File: config.mk
export PLATFORM = sky130hd
export DESIGN_NAME = clk_div_prog
export DESIGN_NICKNAME = d
export VERILOG_FILES = /design/src/rtl/clk_div_prog.sv
export SDC_FILE = /design/constraint.sdc
export NUM_CORES = 1
export LEC_CHECK = 0
export CAP_MARGIN = 25
export CORE_MARGIN = 5
export CORE_UTILIZATION = 30
export CTS_CLUSTER_DIAMETER = 200
export CTS_CLUSTER_SIZE = 14
export DETAILED_ROUTE_END_ITERATION = 7
export GPL_TIMING_DRIVEN = 0
export PLACE_DENSITY = 0.61
export SYNTH_ARGS = -nofsm -noshare
export SYNTH_HDL_FRONTEND = slang
export SYNTH_SLANG_ARGS = --single-unit
File: constraint.sdc
create_clock -name clk_in -period 2.9 [get_ports clk_in]
set_input_delay 0.725 -clock clk_in [delete_from_list [all_inputs] [get_ports clk_in]]
set_output_delay 0.725 -clock clk_in [all_outputs]
set_load 0.05 [all_outputs]
File: src/rtl/clk_div_prog.sv
// Programmable clock divider: two-state HIGH/LOW FSM with a down-counter; new divisors apply at LOW->HIGH.
// Optional registered tick output enabled by defining CLK_DIV_PROG_TICK_EN.
module clk_div_prog #(
    parameter int WIDTH       = 8,
    parameter int DEFAULT_DIV = 6
) (
    input  logic             clk_in,
    input  logic             rst,
    input  logic             en,
    input  logic             div_wr,
    input  logic [WIDTH-1:0] div_val,
    output logic             div_busy,
    output logic [WIDTH-1:0] div_cur,
`ifdef CLK_DIV_PROG_TICK_EN
    output logic             tick,
`endif
    output logic             clk_out
);

    localparam logic [WIDTH-1:0] DEF_DIV = (DEFAULT_DIV < 2) ? WIDTH'(2) : WIDTH'(DEFAULT_DIV);

    typedef enum logic {LOW = 1'b0, HIGH = 1'b1} state_t;

    function automatic logic [WIDTH-1:0] clamp_div(input logic [WIDTH-1:0] d);
        return (d < WIDTH'(2)) ? WIDTH'(2) : d;
    endfunction

    state_t           state_reg, state_next;
    logic [WIDTH-1:0] cnt_reg, cnt_next;
    logic [WIDTH-1:0] cur_reg, cur_next;
    logic [WIDTH-1:0] pend_reg, pend_next;
    logic             busy_reg, busy_next;
    logic [WIDTH-1:0] apply_div;

    always_comb begin
        state_next = state_reg;
        cnt_next   = cnt_reg;
        cur_next   = cur_reg;
        pend_next  = pend_reg;
        busy_next  = busy_reg;
        // The divisor that takes effect if this edge starts a new period
        apply_div  = busy_reg ? pend_reg : cur_reg;
        if (en) begin
            if (cnt_reg != '0) begin
                cnt_next = cnt_reg - WIDTH'(1);
            end else if (state_reg == LOW) begin
                state_next = HIGH;
                cur_next   = apply_div;
                cnt_next   = apply_div - (apply_div >> 1) - WIDTH'(1);
                busy_next  = 1'b0;
            end else begin
                state_next = LOW;
                cnt_next   = (cur_reg >> 1) - WIDTH'(1);
            end
        end
        // A write on the applying edge wins over the clear, so it stays pending for the next period
        if (div_wr) begin
            pend_next = clamp_div(div_val);
            busy_next = 1'b1;
        end
    end

    always_ff @(posedge clk_in) begin
        if (rst) begin
            state_reg <= LOW;
            cnt_reg   <= '0;
            cur_reg   <= DEF_DIV;
            pend_reg  <= DEF_DIV;
            busy_reg  <= 1'b0;
        end else begin
            state_reg <= state_next;
            cnt_reg   <= cnt_next;
            cur_reg   <= cur_next;
            pend_reg  <= pend_next;
            busy_reg  <= busy_next;
        end
    end

`ifdef CLK_DIV_PROG_TICK_EN
    logic tick_reg;

    always_ff @(posedge clk_in) begin
        if (rst) begin
            tick_reg <= 1'b0;
        end else begin
            tick_reg <= en && (state_reg == LOW) && (cnt_reg == '0);
        end
    end

    assign tick = tick_reg;
`endif

    assign clk_out  = state_reg;
    assign div_busy = busy_reg;
    assign div_cur  = cur_reg;

endmodule

### Yosys cells after proc, flatten, opt, wreduce, memory -nomap -nowiden

Cells that the tools add are included.

| cells by class | value |
|---|---|
| add/sub/neg operators | 4 |
| multiply operators | 0 |
| div/mod/pow operators | 0 |
| magnitude comparators | 1 |
| equal/unequal tests | 2 |
| shift-type cells | 0 |
| multiplexer cells | 9 |
| bitwise operators | 2 |
| reductions and logical operators | 5 |

Operator list:

| kind | number |
|---|---|
| 8-bit 2-to-1 mux | 4 |
| 8-bit by 1-bit subtractor with 8-bit output, second input constant | 2 |
| 8-bit by 2-bit < comparator with 1-bit output, second input constant | 1 |
| 8-bit nonzero test | 1 |
| 7-bit by 1-bit subtractor with 8-bit output, second input constant | 1 |
| 8-bit by 7-bit subtractor with 8-bit output | 1 |
| 3-bit AND reduction | 2 |
| 1-bit 2-to-1 mux | 5 |
| 2-bit inequality test, second input constant | 2 |
| 1-bit NOT | 2 |
| 2-bit AND reduction | 1 |
| 2-bit nonzero test | 1 |

| word-level totals | value |
|---|---|
| register bits | 26 |
| latch bits | 0 |
| bits in writable memories | 0 |
| bits in read-only memories | 0 |
| input port bits | 12 |
| output and inout bits | 10 |
| logic and storage cells | 28 |
| memories kept | 0 |

### Depth between registers and ports, before layout

| depth | value |
|---|---|
| word-level depth | 5 |
| depth in mapped cells | 9 |
| mapped depth without buffers | 8 |

### Worst setup path after synthesis

Ideal clock, no wire load.

| path | value |
|---|---|
| kind | flip-flop to flip-flop |
| from | register busy_reg, in the netlist div_busy |
| to | register cnt_reg[6] |
| library setup time | 0.143 ns |
| arrival | 2.959 ns |
| required time | 2.757 ns |
| slack | -0.202 ns |
| stages on the path, launching flop included | 10 |
| path buffers | 1 |
| period minus slack after synthesis | 3.102 ns |
| path through | dfxtp_1 > clkbuf_1 > mux2_2 > ha_1 > fa_1 > a21o_1 > a311o_1 > a21oi_1 > xor2_1 > a31oi_1 |

| on the way | value |
|---|---|
| word-level cells in the longest chain between the ends | 5 |

RTL lines:

| what | line | RTL |
|---|---|---|
| from (decl) | 32 | `logic busy_reg, busy_next;` |
| from (signal assigned) | 75 | `busy_reg <= busy_next;` |
| 8-bit 2-to-1 mux | 42 | `apply_div = busy_reg ? pend_reg : cur_reg;` |
| named net apply_div[0] | 33 | `logic [WIDTH-1:0] apply_div;` |
| 8-bit by 7-bit subtractor with 8-bit output | 49 | `cnt_next = apply_div - (apply_div >> 1) - WIDTH'(1);` |
| 8-bit by 1-bit subtractor with 8-bit output | 49 |  |
| 8-bit 2-to-1 mux | 46 | `end else if (state_reg == LOW) begin` |
| 8-bit 2-to-1 mux | 44 | `if (cnt_reg != '0) begin` |
| to (signal assigned) | 72 | `cnt_reg <= cnt_next;` |
| to (decl) | 29 | `logic [WIDTH-1:0] cnt_reg, cnt_next;` |

The timed path passes the listed nets, and every way through them passes these cells.
A chain may end at the register's enable or synchronous reset.

### Final worst setup path

Same ends and word-level chain as after synthesis.

==> summary.md <==
| Metric | Value |
|---|---|
| Clk pwr share | 13.0% |
| Syn_area_per_cell | 8.28 um2 |
| Antenna violations before repair | 0 |
| Worst Setup End Kind | register |
| Max Slew Vio Count | 0 |
| Post-Route WL | 3820 um |
| Hpwl dp | 3020 um |
| R2r worst-path depth | 8 |
| Sequential area share after synthesis | 30.7% |
| Number of distinct library cells after synthesis | 43 |
| Vias | 1494 |
| Worst slew margin | 55.9% |
| R2r endpoint | cnt_reg[6] |
| Power Density | 1160 mW/mm2 |
| WP data arrival | 2810 ps |
| Number of DRC markers in iteration 0 | 54 |
| Cells after synthesis | 205 |
| FP Rows | 27 |
| Nature of the critical path startpoint | register |
| VDD IR-drop max | 647 uV |
| Least-Margin Pin Slew | 656 ps |
| IO Port Bufs | 20 |
| Total power | 0.00239 W |
| First-pass GRT wire length | 6730 um |
| Dominant cell by count in the synthesized netlist | dfxtp_1 |
| CTS buffer count | 3 |
| Largest net degree at the start of global routing | 16 |
| Switching pwr | 0.00112 W |
| R2R Setup Slk | 230 ps |
| Sw Share | 46.8% |
| Ys flop type | dfxtp_1 |
| H-tree Lvls | 1 |
| Setup ws final | 233 ps |
| Reg-to-reg startpoint | div_busy |
| HP Class | reg -> reg |
| Vias in the first global route | 1488 |
| RSZ-0062 raised after global routing | no |
| DRC Markers | 0 |
| Tmin final | 2670 ps |
| Hold path cells | 2 |
| Die height | 85.2 um |
| Setup CP Type | reg -> reg |
| Core Region | 0.00551 mm2 |
| GRT Total Usage | 11.1% |
| Clock transition at path regs | 100 ps |
| CTS max path bufs | 2 |
| DRT antenna net count | 0 |
| Async set-reset flop share out of synthesis | 0% |
| Area growth from synthesis to layout | 21.2% |
| Synth top area cells | dfxtp_1 (31%), mux2i_1 (10%), ha_1 (7.4%), nor2_1 (5.3%), a21oi_1 (3.2%) |
| Number of synthesized flops with an enable pin | 0 |
| Worst hold endpoint | div_cur[0] |
| # Post-CTS Setup Buffers | 0 |
| I/O pins | 22 |
| Post_cts resized | 0 |
| Setup Viol. Count Final | 0 |
| Worst hold start | div_cur[0] |
| Layout cells sized above 1 | 5.70% |
| LEAKAGE | 0.859 nW |
| Fmax | 0.375 GHz |
| Clock latency on the worst-skew pair | 280 ps |
| Via density | 4.98 |
| Fin nets | 252 |
| Root buf cell | clkbuf_8 |
| Syn Nets | 228 |
| Crit path max fanout | 10 |
| Number of diodes | 0 |
| Internal Dissipation | 0.00127 W |
| Cell Area, Synth | 0.00170 mm2 |
| Gate power share | 62.3% |
| Most frequent cells after synthesis | dfxtp_1 (26), nor2_1 (24), mux2i_1 (17), inv_1 (13), nand2_1 (12) |
| Reg power frac | 24.7% |
| Initial cell density of the core | 30.8% |
| Die X | 85.2 um |
| Status | finished, final reports clean |
| Share of the synthesized area in the top cell type | 30.7% |
| Average wire per standard cell | 12.7 um |
| Pre-antenna DRT Iters | 4 |
| Pre-CTS setup slack | -37.0 ps |
| CTS tree | built |
| Worst EP required | 3050 ps |
| Largest area contributor in the synthesized netlist | dfxtp_1 |
| Register bit total from synthesis | 26 |
| GR Overflow Total | 0 |
| Tcrit/Tclk final | 92.0% |
| Hold buffers post-CTS | 0 |
| Max Cap Viol | 0 |
| GPL Wtd Cong | 0.800 |
| Die ar. | 0.00726 mm2 |
| Fin. Hold Viols | 0 |
| Syn. warnings | 0 |
| Clk sinks | 26 |
| Setup Skew | 3.22 ps |
-- logic make-up (layout without fill, tap and decap cells) --
logic type      count (synthesis)  in the layout  share of synthesized area, %
xor+xnor                        9              9                          4.65
fa+ha+maj                      11             11                          8.55
flops                          26             26                          30.7
buf+inv                        24             47                          5.75
mux                            18             18                          10.7
compound gates                 50             50                          19.1
simple gates                   67             67                          20.6
-- power by group through the flow --
stage | registers, W | clock network (W) | logic (W)
after CTS | 0.000585 | 0.000318 | 0.00150
after global placement | 0.000588 | 0 | 0.00148
after floorplan | 0.000748 | 0 | 0.000983
after global routing | 0.000612 | 0.000327 | 0.00167
final | 0.000588 | 0.000311 | 0.00149
after detailed placement | 0.000593 | 0 | 0.00149
-- cell type report --
class	instances	area, um2
fill	581	3450
multi-input combinational	155	1080
sequential	26	522
timing repair buffer	20	200
tap	72	90.1
inverter	13	48.8
buffer	10	45.0
clock buffer	3	41.3
clock inverter	1	30.0
-- layer usage --
layer / vias up / share of wire (%) / track usage (%)
met2: 32 / 46 / 18.9
li1: 783 / - / -
met5: - / 0 / 0
met4: 0 / 0.44 / 1.58
met1: 675 / 48 / 14.6
met3: 4 / 4.7 / 2.52
-- critical path: stages (launching register included) --
cell     delay [ps]
dfxtp_2         500
mux2_2          400
ha_1            240
fa_1            400
a21o_1          190
a311o_1         360
a21oi_1         180
xor2_1          170
a31oi_1          90
-- stage by stage --
| stage | TNS, ps | utilization, % | instance area, um2 | hold WS, ps | instances |
|---|---|---|---|---|---|
| 2_1_floorplan | 0 | - | 1700 | 446 | 205 |
| 3_3_place_gp | -91.7 | 36.1 | 1990 | 463 | 297 |
| 3_5_place_dp | -89.3 | 36.1 | 1990 | 465 | 297 |
| 4_1_cts | 0 | 37.4 | 2060 | 478 | 301 |
| 5_1_grt | 0 | 37.3 | 2060 | 508 | 300 |
| 6_report | 0 | 37.3 | 2060 | 474 | 300 |
-- worst max path at each step --
stage | from | to | slack, ps
2_1_floorplan | div_busy | cnt_reg[6] | 100
3_3_place_gp | en | div_cur[1] | -40
3_5_place_dp | en | div_cur[1] | -40
4_1_cts | div_busy | cnt_reg[6] | 110
5_1_grt | en | div_cur[7] | 80
6_report | div_busy | cnt_reg[6] | 230
-- placed cells by master, fill, tap and decap left out, types with 4 or more instances in the layout --
cell type,n
clkbuf_1,6
a211oi_1,7
nor2_1,24
xnor2_1,5
a211o_1,4
clkdlybuf4s50_1,20
dfxtp_1,25
nand2_1,12
xor2_1,4
nor3_1,8
inv_1,13
ha_1,10
a31oi_1,6
o21ai_0,10
mux2i_1,17
a21oi_1,11
Power figures use the tool's default switching activity.
==> variant 1: new RTL, config.mk and constraints unchanged <==
Register the output `div_cur` once more, without a reset; this adds one clock of latency there. The other outputs are not delayed to match.
--- a/src/rtl/clk_div_prog.sv
+++ b/src/rtl/clk_div_prog.sv
@@ -93,5 +93,7 @@
     assign clk_out  = state_reg;
     assign div_busy = busy_reg;
-    assign div_cur  = cur_reg;
+    always_ff @(posedge clk_in) begin
+        div_cur <= cur_reg;
+    end
 
 endmodule
Formal check against the unedited RTL: not equivalent (Yosys sat finds a counterexample within 4 cycles, from zero or initial values and one cycle with rst high).
==> variant 1 against the unedited design <==
- worst hold slack worse by 0.10 ns
- synthesized area is 19% higher
- critical path depth stayed put
- die area is 17% higher
- worst setup slack better by 0.030 ns
- final area is 18% higher
- synthesized cell count is 11% higher
- routed wire length is 27% higher
- sequential cell count is 8 higher
- power is 19% higher
- largest cell class unchanged
- highest routed layer unchanged
==> variant 1: results (changes against the unedited design) <==
| Metric | Value |
|---|---|
| Top post-synthesis cells by count | sky130_fd_sc_hd__dfxtp_1 (34), sky130_fd_sc_hd__nand2_1 (18), sky130_fd_sc_hd__nor2_1 (18) (was sky130_fd_sc_hd__dfxtp_1 (26), sky130_fd_sc_hd__nor2_1 (24), sky130_fd_sc_hd__mux2i_1 (17)) |
| Crit path largest cell delay | 0.43 ns (was 0.50 ns) |
| Global-route wire length before repair | 8320 um (was 6730 um) |
| Number of nets still failing antenna checks after routing | 0 (unchanged) |
| DR WL met2 | 2200 um (was 1770 um) |
| CP arrival | 2.82 ns (was 2.81 ns) |
| Detail-routed via count per cell | 5.38 (was 4.98) |
| Number of distinct standard cells referenced by the synthesized netlist | 57 (was 43) |
| Port Buffer Count | 19 (was 20) |
| Dominant cells by area after synthesis | sky130_fd_sc_hd__dfxtp_1 (34%), sky130_fd_sc_hd__mux2i_1 (7.4%), sky130_fd_sc_hd__ha_1 (6.2%) (was sky130_fd_sc_hd__dfxtp_1 (31%), sky130_fd_sc_hd__mux2i_1 (10%), sky130_fd_sc_hd__ha_1 (7.4%)) |
| Outcome | finished clean (unchanged) |
| Share of post-route cells with drive strength above 1 | 8.27% (was 5.70%) |
| Pin count of the biggest net entering global routing | 11 (was 16) |
| Routed metal-1 wirelength | 2390 um (was 1850 um) |
| Total global routing track utilization | 12.2% (was 11.1%) |
| Startpoint of the worst register-to-register path | div_busy (unchanged) |
| Gate family responsible for the most delay along the worst path | compound AO/OA/AOI/OAI gates (unchanged) |
| Detailed-route wire length | 4850 um (was 3820 um) |
| Fillers | 668 (was 581) |
| NumNets Final | 277 (was 252) |
| Last weighted congestion value of the routability-driven placer | 0.852 (was 0.800) |
| Clock Skews | 0.00673 ns (was 0.00322 ns) |
| Total nets after synthesis | 251 (was 228) |
| Worst-margin pin slew | 0.594 ns (was 0.656 ns) |
| Beginning of the worst hold path | cur_reg[0] (was div_cur[0]) |
| Cells after synthesis | 228 (was 205) |
| Number of H-tree branching levels | 2 (was 1) |
| Fraction of the yosys area taken by sequential cells | 33.7% (was 30.7%) |
| Clock transition at the register clock pins on the worst setup and hold paths after CTS | 0.07 ns (was 0.10 ns) |
| Non-Filler Instances | 331 (was 300) |
| Total instance count after detailed placement | 324 (was 297) |
| Number of buffers added by the clock tree synthesis step | 5 (was 3) |
| WL met3 | 187 um (was 179 um) |
| Initial detailed-routing violation count | 91 (was 54) |
| Vias in the first global route | 1,749 (was 1,488) |
| Static leakage power | 0.991 nW (was 0.859 nW) |
| Maximum VDD drop | 0.000248 V (was 0.000647 V) |
[variant 1: changes by cell type after synthesis, sizes merged, moves of 3 or more]
cell    delta
a211oi     +3
xor2       -3
dfxtp      +8
a31oi      -3
o211ai     +3
nor2       -6
nand2      +6
inv        +4
nor3       -5
nand4      +3
nor4       +4
[variant 1: worst register-to-register path, cell delays in order (launching register included)]
cell and delay [ns]:
sky130_fd_sc_hd__dfxtp_1 0.37, sky130_fd_sc_hd__clkbuf_2 0.28, sky130_fd_sc_hd__mux2_2 0.40, sky130_fd_sc_hd__ha_1 0.24
sky130_fd_sc_hd__fa_1 0.42, sky130_fd_sc_hd__a211oi_1 0.43, sky130_fd_sc_hd__o21ai_0 0.17, sky130_fd_sc_hd__a31oi_1 0.16
sky130_fd_sc_hd__nor3_1 0.07
[variant 1: area by class of cell]
| type | instances | area (um2) | share of cell area (%) |
|---|---|---|---|
| Buffer | 12 | 57.6 | 2.38 |
| Sequential cell | 34 | 681 | 28.2 |
| Timing Repair Buffer | 19 | 190 | 7.87 |
| Clock inverter | 1 | 30.0 | 1.24 |
| Tap cell | 77 | 96.3 | 3.99 |
| Clock buffer | 6 | 82.6 | 3.42 |
| Multi-Input combinational cell | 165 | 1220 | 50.3 |
| Inverter | 17 | 63.8 | 2.64 |
[variant 1: timing repair]
item / CTS / global route
gates resized for setup: 0 / 3
endpoints found under the setup margin: 0 / 4
endpoints found under the hold margin: 0 / 0
[variant 1: kinds of logic after synthesis]
family	share of synthesized area, %
simple gates	21.7
compound gates	20.2
flops	33.7
buf+inv	5.96
mux	8.56
fa+ha+maj	7.20
xor+xnor	2.61
[variant 1: path summary, 6_finish.rpt]
check | slack, ns | depth (start not counted) | to
max | 0.26 | 8 | cnt_reg[6]
min | 0.37 | 0 | div_cur[0]
max reg2reg | 0.26 | 8 | cnt_reg[6]
min reg2reg | 0.37 | 0 | div_cur[0]
[variant 1: report_power, final]
part / leakage [nW] / switching (mW) / total (mW) / internal (mW)
combinational: 0.655 / 0.979 / 1.63 / 0.656
sequential: 0.279 / 0.137 / 0.747 / 0.610
clock: 0.0573 / 0.183 / 0.458 / 0.275
total: 0.991 / 1.30 / 2.84 / 1.54
[variant 1: per-stage QoR]
stage / worst slack (ns) / area, um2 / hold WS [ns] / util, %
after global placement: 0.141 / 2300 / 0.349 / 35.7
after global routing: 0.0648 / 2420 / 0.380 / 37.4
final: 0.263 / 2420 / 0.370 / 37.4
after detailed placement: 0.0902 / 2300 / 0.354 / 35.7
after CTS: 0.0636 / 2420 / 0.369 / 37.4
after floorplan: 0.0786 / 2020 / 0.329 / -
[variant 1: per-layer routing]
layer	vias up	global-route usage (%)
met3	6	2.70
li1	894	-
met5	-	0
met1	850	16.2
met2	32	19.3
met4	0	4.58
==> variant 2: new RTL, same settings <==
Without the edit above. The option `CLK_DIV_PROG_TICK_EN` is turned on by a define.
--- a/src/rtl/clk_div_prog.sv
+++ b/src/rtl/clk_div_prog.sv
@@ -1,4 +1,6 @@
 // Programmable clock divider: two-state HIGH/LOW FSM with a down-counter; new divisors apply at LOW->HIGH.
 // Optional registered tick output enabled by defining CLK_DIV_PROG_TICK_EN.
+`define CLK_DIV_PROG_TICK_EN
+
 module clk_div_prog #(
     parameter int WIDTH       = 8,
Check against the original RTL (old outputs only; new: tick): equivalent (Yosys induction, for registers that start in step).
==> variant 2 against the unedited design <==
- clock power is 31% lower
- sequential power is 7.3% lower
- routed wire length is 10% higher
- final area is 3.7% higher
- first-iteration DRC count is 9.3% lower
- synthesized area is 5.7% higher
- worst setup slack better by 0.035 ns
- sequential cell count is 1 higher
- largest power group unchanged
- power is 28% lower
==> variant 2: results (changes against the unedited design) <==
| Metric | Value |
|---|---|
| Routed WL per cell | 13.6 um (was 12.7 um) |
| Number of buffers added by the clock tree synthesis step | 3 (unchanged) |
| Post-placement worst setup slack | 0.319 ns (was -0.0370 ns) |
| Router iterations before antenna repair | 4 (unchanged) |
| Area of placed instances | 2090 um2 (was 1990 um2) |
| Global-route met3 utilization | 2.18% (was 2.52%) |
| Cell with the largest stage delay on the worst path | sky130_fd_sc_hd__fa_1 (was sky130_fd_sc_hd__dfxtp_2) |
| Critical path peak fanout | 9 (was 10) |
| Async SR Flop Fraction | 0% (unchanged) |
| NumNets Final | 260 (was 252) |
| Rel. slew slack | 62.0% (was 55.9%) |
| Met1 Use GR | 15.9% (was 14.6%) |
| Clock Skews | 0.00355 ns (was 0.00322 ns) |
| Share of post-route cells with drive strength above 1 | 6.36% (was 5.70%) |
| Synth Area per Inst | 8.46 um2 (was 8.28 um2) |
| Post-cts gate resize count | 0 (unchanged) |
| Total global routing track utilization | 11.8% (was 11.1%) |
| Fraction of the yosys area taken by sequential cells | 30.1% (was 30.7%) |
| Detailed-route wire length | 4220 um (was 3820 um) |
| Top post-synthesis cells by count | sky130_fd_sc_hd__dfxtp_1 (27), sky130_fd_sc_hd__nor2_1 (22), sky130_fd_sc_hd__mux2i_1 (17) (was sky130_fd_sc_hd__dfxtp_1 (26), sky130_fd_sc_hd__nor2_1 (24), sky130_fd_sc_hd__mux2i_1 (17)) |
| Dominant cells by area after synthesis | sky130_fd_sc_hd__dfxtp_1 (30%), sky130_fd_sc_hd__mux2i_1 (9.5%), sky130_fd_sc_hd__ha_1 (7.0%) (was sky130_fd_sc_hd__dfxtp_1 (31%), sky130_fd_sc_hd__mux2i_1 (10%), sky130_fd_sc_hd__ha_1 (7.4%)) |
| Met2 Resource Use GR | 19.6% (was 18.9%) |
| Gate family responsible for the most delay along the worst path | compound AO/OA/AOI/OAI gates (unchanged) |
| Total instance count after detailed placement | 307 (was 297) |
| Clock transition at the register clock pins on the worst setup and hold paths after CTS | 0.09 ns |
| Total nets after synthesis | 235 (was 228) |
| Number of endpoints failing setup at the final stage | 0 (unchanged) |
| Static leakage power | 0.884 nW (was 0.859 nW) |
| Switching share of power | 45.0% (was 46.8%) |
| Detailed-placement wirelength estimate | 3320 um (was 3020 um) |
| Number of buffers on the longest clock path | 2 (unchanged) |
| Vias in the first global route | 1,544 (was 1,488) |
| Global-route wire length before repair | 7310 um (was 6730 um) |
| Detail-routed via count per cell | 5.03 (was 4.98) |
| Initial detailed-routing violation count | 49 (was 54) |
| Last weighted congestion value of the routability-driven placer | 0.814 (was 0.800) |
| Outcome | finished clean (unchanged) |
| Number of distinct standard cells referenced by the synthesized netlist | 48 (was 43) |
| Insertion delay of the later-clocked pin in the worst-skew pair | 0.27 ns |
| Pin count of the biggest net entering global routing | 15 (was 16) |
| Maximum VDD drop | 0.000306 V (was 0.000647 V) |
| Crit path largest cell delay | 0.43 ns (was 0.50 ns) |
## variant 2: layout make-up
| cell class | count | area [um2] |
|---|---|---|
| Inverter | 13 | 48.8 |
| Fill cell | 620 | 3720 |
| Sequential cell | 27 | 541 |
| Buffer | 10 | 43.8 |
| Multi-Input combinational cell | 162 | 1160 |
| Tap cell | 75 | 93.8 |
| Clock buffer | 4 | 45.0 |
| Timing Repair Buffer | 20 | 200 |
## variant 2: logic make-up after synthesis
kind of cell    Yosys count  share of synthesized area (%)
flops                    27                           30.1
fa+ha+maj                11                           8.09
simple gates             73                           22.1
buf+inv                  23                           5.16
mux                      22                           12.6
xor+xnor                  6                           2.93
compound gates           50                           19.0
## variant 2: power groups by stage
stage	sequential, mW	combinational, mW	clock (mW)
floorplan	0.617	0.664	0
global placement	0.552	0.959	0
detailed placement	0.555	0.966	0
CTS	0.547	0.975	0.225
global route	0.562	1.09	0.234
finish	0.545	0.969	0.215
## variant 2: per-stage QoR
stage	power (mW)	util, %
global placement	1.51	35.7
floorplan	1.28	-
detailed placement	1.52	35.7
CTS	1.75	36.4
finish	1.73	36.4
global route	1.88	36.4
## variant 2: per-layer routing
metal,wire length (um),share of wire (%)
met1,2100,50
met2,1960,46
met3,121,2.9
met4,36,0.85
met5,0,0
## variant 2: final timing paths
check                           startpoint         end  slack, ns  depth (start not counted)
worst max-delay path              div_busy  cnt_reg[6]       0.27                          9
worst min register to register  cnt_reg[1]  cnt_reg[1]       0.49                          2
worst min-delay path            cnt_reg[1]  cnt_reg[1]       0.49                          2
worst max register to register    div_busy  cnt_reg[6]       0.27                          9
## variant 2: tightest hold or removal path, stage by stage (launching register included)
cell and delay [ns]:
sky130_fd_sc_hd__dfxtp_1 0.33, sky130_fd_sc_hd__nand2b_1 0.07, sky130_fd_sc_hd__a21oi_1 0.05
